File: config.mk
export PLATFORM = sky130hd
export DESIGN_NAME = cdb_arbiter
export DESIGN_NICKNAME = d
export VERILOG_FILES = /design/src/rtl/cdb_arbiter_pkg.sv /design/src/rtl/cdb_arbiter_psel_multi.sv /design/src/rtl/cdb_arbiter.sv
export SDC_FILE = /design/constraint.sdc
export NUM_CORES = 1
export LEC_CHECK = 0
export ABC_AREA = 1
export BUFFER_PORTS_ARGS = -buffer_cell sky130_fd_sc_hd__buf_2
export CAP_MARGIN = 20
export CORE_ASPECT_RATIO = 2
export CORE_MARGIN = 2
export CORE_UTILIZATION = 45
export DETAILED_ROUTE_END_ITERATION = 7
export GPL_ROUTABILITY_DRIVEN = 0
export PLACE_DENSITY_LB_ADDON = 0.2
export SETUP_SLACK_MARGIN = 0.15
export SLEW_MARGIN = 10
export SYNTH_ARGS = -nofsm -noshare
export SYNTH_HDL_FRONTEND = slang
export SYNTH_HIERARCHICAL = 1
export SYNTH_SLANG_ARGS = --single-unit
File: constraint.sdc
create_clock -name vclk -period 4.9
set_input_delay 0.245 -clock vclk [all_inputs]
set_output_delay 0.245 -clock vclk [all_outputs]
set_load 0.01 [all_outputs]
File: src/rtl/cdb_arbiter_pkg.sv
// Shared definitions for the CDB arbiter: requester ordering, slot index type, age defaults.
// Requester indices are laid out loads first, then mults, then ALUs, so long-latency units win ties.
package cdb_arbiter_pkg;

    localparam int NUM_FU_LOAD    = 2;
    localparam int NUM_FU_MULT    = 2;
    localparam int NUM_FU_ALU     = 4;
    localparam int CDB_N          = 2;
    localparam int CDB_NUM_REQ    = NUM_FU_LOAD + NUM_FU_MULT + NUM_FU_ALU;
    localparam int CDB_IDX_W      = $clog2(CDB_NUM_REQ);
    localparam int CDB_STARVE_LIM = 3;
    localparam int AGE_W          = 4;

    localparam int FU_LOAD_BASE = 0;
    localparam int FU_MULT_BASE = FU_LOAD_BASE + NUM_FU_LOAD;
    localparam int FU_ALU_BASE  = FU_MULT_BASE + NUM_FU_MULT;

    typedef logic [CDB_IDX_W-1:0] CDB_ARB_IDX;

    typedef enum logic [1:0] {
        FU_LOAD = 2'd0,
        FU_MULT = 2'd1,
        FU_ALU  = 2'd2
    } fu_class_e;

    function automatic fu_class_e fu_class_of(input CDB_ARB_IDX idx);
        if (int'(idx) < FU_MULT_BASE) return FU_LOAD;
        if (int'(idx) < FU_ALU_BASE)  return FU_MULT;
        return FU_ALU;
    endfunction

endpackage

File: src/rtl/cdb_arbiter_psel_multi.sv
// Multi-grant ascending priority selector: picks up to max_i set bits of mask_i, lowest index first,
// returning the grant mask, the picked indices in order, and how many were picked.
module cdb_psel_multi #(
    parameter int NUM_REQ = 8,
    parameter int NUM_GNT = 2,
    parameter int IDX_W   = 3,
    parameter int CNT_W   = $clog2(NUM_GNT + 1)
) (
    input  logic [NUM_REQ-1:0]            mask_i,
    input  logic [CNT_W-1:0]              max_i,
    output logic [NUM_REQ-1:0]            gnt_o,
    output logic [NUM_GNT-1:0]            valid_o,
    output logic [NUM_GNT-1:0][IDX_W-1:0] idx_o,
    output logic [CNT_W-1:0]              cnt_o
);

    logic [CNT_W-1:0] cnt;

    always_comb begin
        gnt_o   = '0;
        valid_o = '0;
        idx_o   = '0;
        cnt     = '0;
        for (int i = 0; i < NUM_REQ; i++) begin
            if (mask_i[i] && (cnt < max_i)) begin
                for (int k = 0; k < NUM_GNT; k++) begin
                    if (cnt == CNT_W'(k)) begin
                        valid_o[k] = 1'b1;
                        idx_o[k]   = IDX_W'(i);
                    end
                end
                gnt_o[i] = 1'b1;
                cnt      = cnt + 1'b1;
            end
        end
        cnt_o = cnt;
    end

endmodule

File: src/rtl/cdb_arbiter.sv
// Age-aware multi-grant CDB arbiter; starved requesters are promoted ahead of fixed priority.
// Age counters exist only when CDB_ARB_AGE_EN is defined; otherwise the block is pure fixed priority.
module cdb_arbiter
    import cdb_arbiter_pkg::*;
#(
    parameter int NUM_REQ    = CDB_NUM_REQ,
    parameter int NUM_GNT    = CDB_N,
    parameter int STARVE_LIM = CDB_STARVE_LIM,
    parameter int IDX_W      = $clog2(NUM_REQ)
) (
    input  logic                          clock_i,
    input  logic                          reset_i,
    input  logic                          squash_i,
    input  logic [NUM_REQ-1:0]            req_i,
    output logic [NUM_REQ-1:0]            gnt_o,
    output logic [NUM_REQ-1:0]            avail_o,
    output logic [NUM_GNT-1:0]            slot_valid_o,
    output logic [NUM_GNT-1:0][IDX_W-1:0] slot_idx_o
);

    localparam int CNT_W = $clog2(NUM_GNT + 1);

    logic                          blocked;
    logic [NUM_REQ-1:0]            starved;
    logic [NUM_REQ-1:0]            gnt_s;
    logic [NUM_REQ-1:0]            gnt_r;
    logic [NUM_REQ-1:0]            gnt_raw;
    logic [NUM_GNT-1:0]            vld_s;
    logic [NUM_GNT-1:0]            vld_r;
    logic [NUM_GNT-1:0][IDX_W-1:0] idx_s;
    logic [NUM_GNT-1:0][IDX_W-1:0] idx_r;
    logic [CNT_W-1:0]              cnt_s;
    logic [CNT_W-1:0]              cnt_r;
    logic [CNT_W-1:0]              room_r;

    assign blocked = reset_i | squash_i;

`ifdef CDB_ARB_AGE_EN
    logic [NUM_REQ-1:0][AGE_W-1:0] age_q;
    logic [NUM_REQ-1:0][AGE_W-1:0] age_d;

    always_comb begin
        starved = '0;
        for (int i = 0; i < NUM_REQ; i++) begin
            starved[i] = req_i[i] && (age_q[i] == AGE_W'(STARVE_LIM));
        end
    end

    // Saturating age: cleared on grant, idle or flush, never wraps past the limit.
    always_comb begin
        age_d = '0;
        for (int i = 0; i < NUM_REQ; i++) begin
            if (squash_i || !req_i[i] || gnt_raw[i]) begin
                age_d[i] = '0;
            end else if (age_q[i] >= AGE_W'(STARVE_LIM)) begin
                age_d[i] = AGE_W'(STARVE_LIM);
            end else begin
                age_d[i] = age_q[i] + 1'b1;
            end
        end
    end

    always_ff @(posedge clock_i or posedge reset_i) begin
        if (reset_i) begin
            age_q <= '0;
        end else begin
            age_q <= age_d;
        end
    end
`else
    logic unused_cfg;

    assign starved    = '0;
    assign unused_cfg = clock_i ^ STARVE_LIM[0];
`endif

    cdb_psel_multi #(
        .NUM_REQ (NUM_REQ),
        .NUM_GNT (NUM_GNT),
        .IDX_W   (IDX_W),
        .CNT_W   (CNT_W)
    ) u_psel_starved (
        .mask_i  (starved),
        .max_i   (CNT_W'(NUM_GNT)),
        .gnt_o   (gnt_s),
        .valid_o (vld_s),
        .idx_o   (idx_s),
        .cnt_o   (cnt_s)
    );

    // The fixed-priority pass only gets the slots the starved pass left over.
    assign room_r = CNT_W'(NUM_GNT) - cnt_s;

    cdb_psel_multi #(
        .NUM_REQ (NUM_REQ),
        .NUM_GNT (NUM_GNT),
        .IDX_W   (IDX_W),
        .CNT_W   (CNT_W)
    ) u_psel_rest (
        .mask_i  (req_i & ~starved),
        .max_i   (room_r),
        .gnt_o   (gnt_r),
        .valid_o (vld_r),
        .idx_o   (idx_r),
        .cnt_o   (cnt_r)
    );

    assign gnt_raw = gnt_s | gnt_r;
    assign gnt_o   = blocked ? '0 : gnt_raw;
    assign avail_o = blocked ? '1 : (~req_i | gnt_raw);

    always_comb begin
        slot_valid_o = '0;
        slot_idx_o   = '0;
        if (!blocked) begin
            for (int k = 0; k < NUM_GNT; k++) begin
                slot_valid_o[k] = CNT_W'(k) < (cnt_s + cnt_r);
                if (vld_s[k]) begin
                    slot_idx_o[k] = idx_s[k];
                end else begin
                    for (int j = 0; j < NUM_GNT; j++) begin
                        if (vld_r[j] && ((CNT_W'(j) + cnt_s) == CNT_W'(k))) begin
                            slot_idx_o[k] = idx_r[j];
                        end
                    end
                end
            end
        end
    end

endmodule

==> results.json <==
{
  "status": "finished, final reports clean",
  "ys_warn_count": 6,
  "hold_buffers": 0,
  "grt_first_pass_wirelength_um": 10340,
  "worst_setup_path_end_kind": "output port",
  "placed_area_um2": 2738,
  "cp.required_ps": 4660,
  "fin_area_um2": 3428,
  "multi_input_area_um2": 2298,
  "antenna_cells": 0,
  "drtAntennaViolNets": 0,
  "drc": 0,
  "setup_viol": 0,
  "hold_viol_final": 0,
  "startpoint_type": "input pin",
  "nNetsFinal": 583,
  "hpwl_um": 4920,
  "portBuffers": 34,
  "fill_cells": 399,
  "min_period_over_period_pct": 97.70,
  "utilization_pct": 73.85,
  "cp.arrival_ps": 4540,
  "path_max_fanout": 3,
  "die-area_um2": 5450,
  "synth_top_area_share_pct": 26.41,
  "max_freq_mhz": 208.9,
  "synthTopCellsByCount": "inv_1 (102), nand2_1 (96), nor2_1 (52)",
  "synth_area_leader_cell": "ha_1",
  "io_pins": 35,
  "synth_area_leaders": "ha_1 (26%), inv_1 (18%), nand2_1 (17%)",
  "routed_wl_um": 7606,
  "tightest_slew_ps": 693.6,
  "hold_path_end": "avail_o[6]",
  "cp_slowest_cell": "ha_4",
  "fp.dieW_um": 53.21,
  "crit_type": "in -> out",
  "final_max_slew_viol_count": 0,
  "post_drt_wl_per_cell_um": 13.14,
  "vias_per_cell": 5.033,
  "yosysSeqAreaShare_pct": 0,
  "clock_buffers": 0,
  "synthMostInstantiatedCell": "inv_1",
  "rsz0062_at_grt": "true",
  "period_needed_ps": 4787,
  "start_util_pct": 46.95,
  "synth_cell_type_count": 14,
  "max_stage_delay_ps": 270,
  "die_h_um": 102.4,
  "drt-initial-drc-count": 110,
  "slew_headroom_pct": 53.59,
  "cp_common_cell": "ha_4",
  "synth.avg_cell_area_um2": 5.277,
  "drive_gt1_share_pct": 36.83,
  "cap_violations": 0,
  "seq_area_um2": 0,
  "holdPathStages": 3,
  "antenna_found_initial": 0,
  "grt_use_total_pct": 24.18,
  "rows": 35,
  "worst_slack_ps": 112.8,
  "seq_cell_count": 0,
  "fin_setup_tns_ps": 0,
  "dpl_worst_slack_ps": -265.3,
  "area_delta_synth_final_pct": 57.29,
  "syn-instance-count": 413,
  "first_pass_iters": 6,
  "min-delay-start": "req_i[6]",
  "overflow": 0,
  "grt_pass1_vias": 2678,
  "grt_max_degree": 18,
  "hp-class": "in -> out",
  "synth_area_um2": 2180,
  "coreArea_um2": 4642,
  "num_vias": 2914
}
==> metrics by stage <==
stage | hold slack (ps) | instances
after CTS | 772.2 | 567
after global placement | 768.8 | 553
after floorplan | 593.0 | 429
after global routing | 780.3 | 579
after detailed placement | 771.5 | 553
final | 773.2 | 579
==> final cells by class <==
class                      instances  area share (%)
multi-input combinational        326           67.04
timing repair buffer              96           19.56
inverter                         102           11.39
tap                               55           2.007
==> metal layers <==
metal / vias up / wire, µm / global-route usage, % / part of all wire (%)
met1: 1325 / 2523 / 21.25 / 33
met4: 0 / 377 / 8.876 / 5.0
met3: 36 / 287 / 1.023 / 3.8
met2: 90 / 4417 / 51.95 / 58
li1: 1463 / - / - / -
met5: - / 0 / 0 / 0
==> cells in the final DEF, fill, tap and decap left out <==
cell type | Yosys | final
ha_2 | 0 | 1
o21ai_4 | 0 | 5
nand2_8 | 0 | 1
o21ai_0 | 32 | 25
buf_2 | 0 | 32
buf_6 | 1 | 8
nand2_1 | 96 | 76
ha_1 | 46 | 31
nand2_4 | 0 | 19
nand3_2 | 7 | 10
inv_2 | 0 | 13
conb_1 | 2 | 18
nor2_1 | 52 | 51
inv_4 | 0 | 3
nand3_4 | 0 | 3
nand2_2 | 26 | 26
buf_4 | 0 | 56
nor2_4 | 1 | 2
a21oi_1 | 4 | 4
inv_1 | 102 | 86
ha_4 | 0 | 14
o21ai_1 | 2 | 4
o22ai_1 | 2 | 2
nand3_1 | 40 | 34
==> what timing repair did <==
action	CTS	global route
endpoints found under the setup margin	10	10
buffers inserted	14	12
pin swaps	25	38
gates resized for setup	50	60
==> cell families after synthesis <==
logic type	count (synthesis)	share of synthesized area [%]
other cells	2	0.3446
fa+ha+maj	46	26.41
buf+inv	103	18.08
simple gates	222	45.87
compound gates	40	9.299
==> how the worst max path moves through the flow <==
stage | slack (ps) | cells past startpoint | startpoint | endpoint
5_1_grt | -30 | 35 | req_i[1] | slot_valid_o[0]
6_report | 110 | 36 | req_i[1] | slot_valid_o[0]
2_1_floorplan | 160 | 36 | req_i[1] | slot_idx_o[0]
3_3_place_gp | -170 | 38 | req_i[1] | slot_idx_o[5]
3_5_place_dp | -270 | 38 | req_i[1] | slot_idx_o[4]
4_1_cts | 120 | 38 | req_i[1] | slot_idx_o[4]
==> critical path: cells and delay by family <==
kind,cells,cell delay [ps]
adders and majority gates,7,1620
and+or+nand+nor,13,960
buffers and inverters,12,890
AOI/OAI and AO/OA,4,800
Power is left out: the tool's default activity adds up to more than one toggle a clock period on the data nets, which glitch-free logic cannot reach.
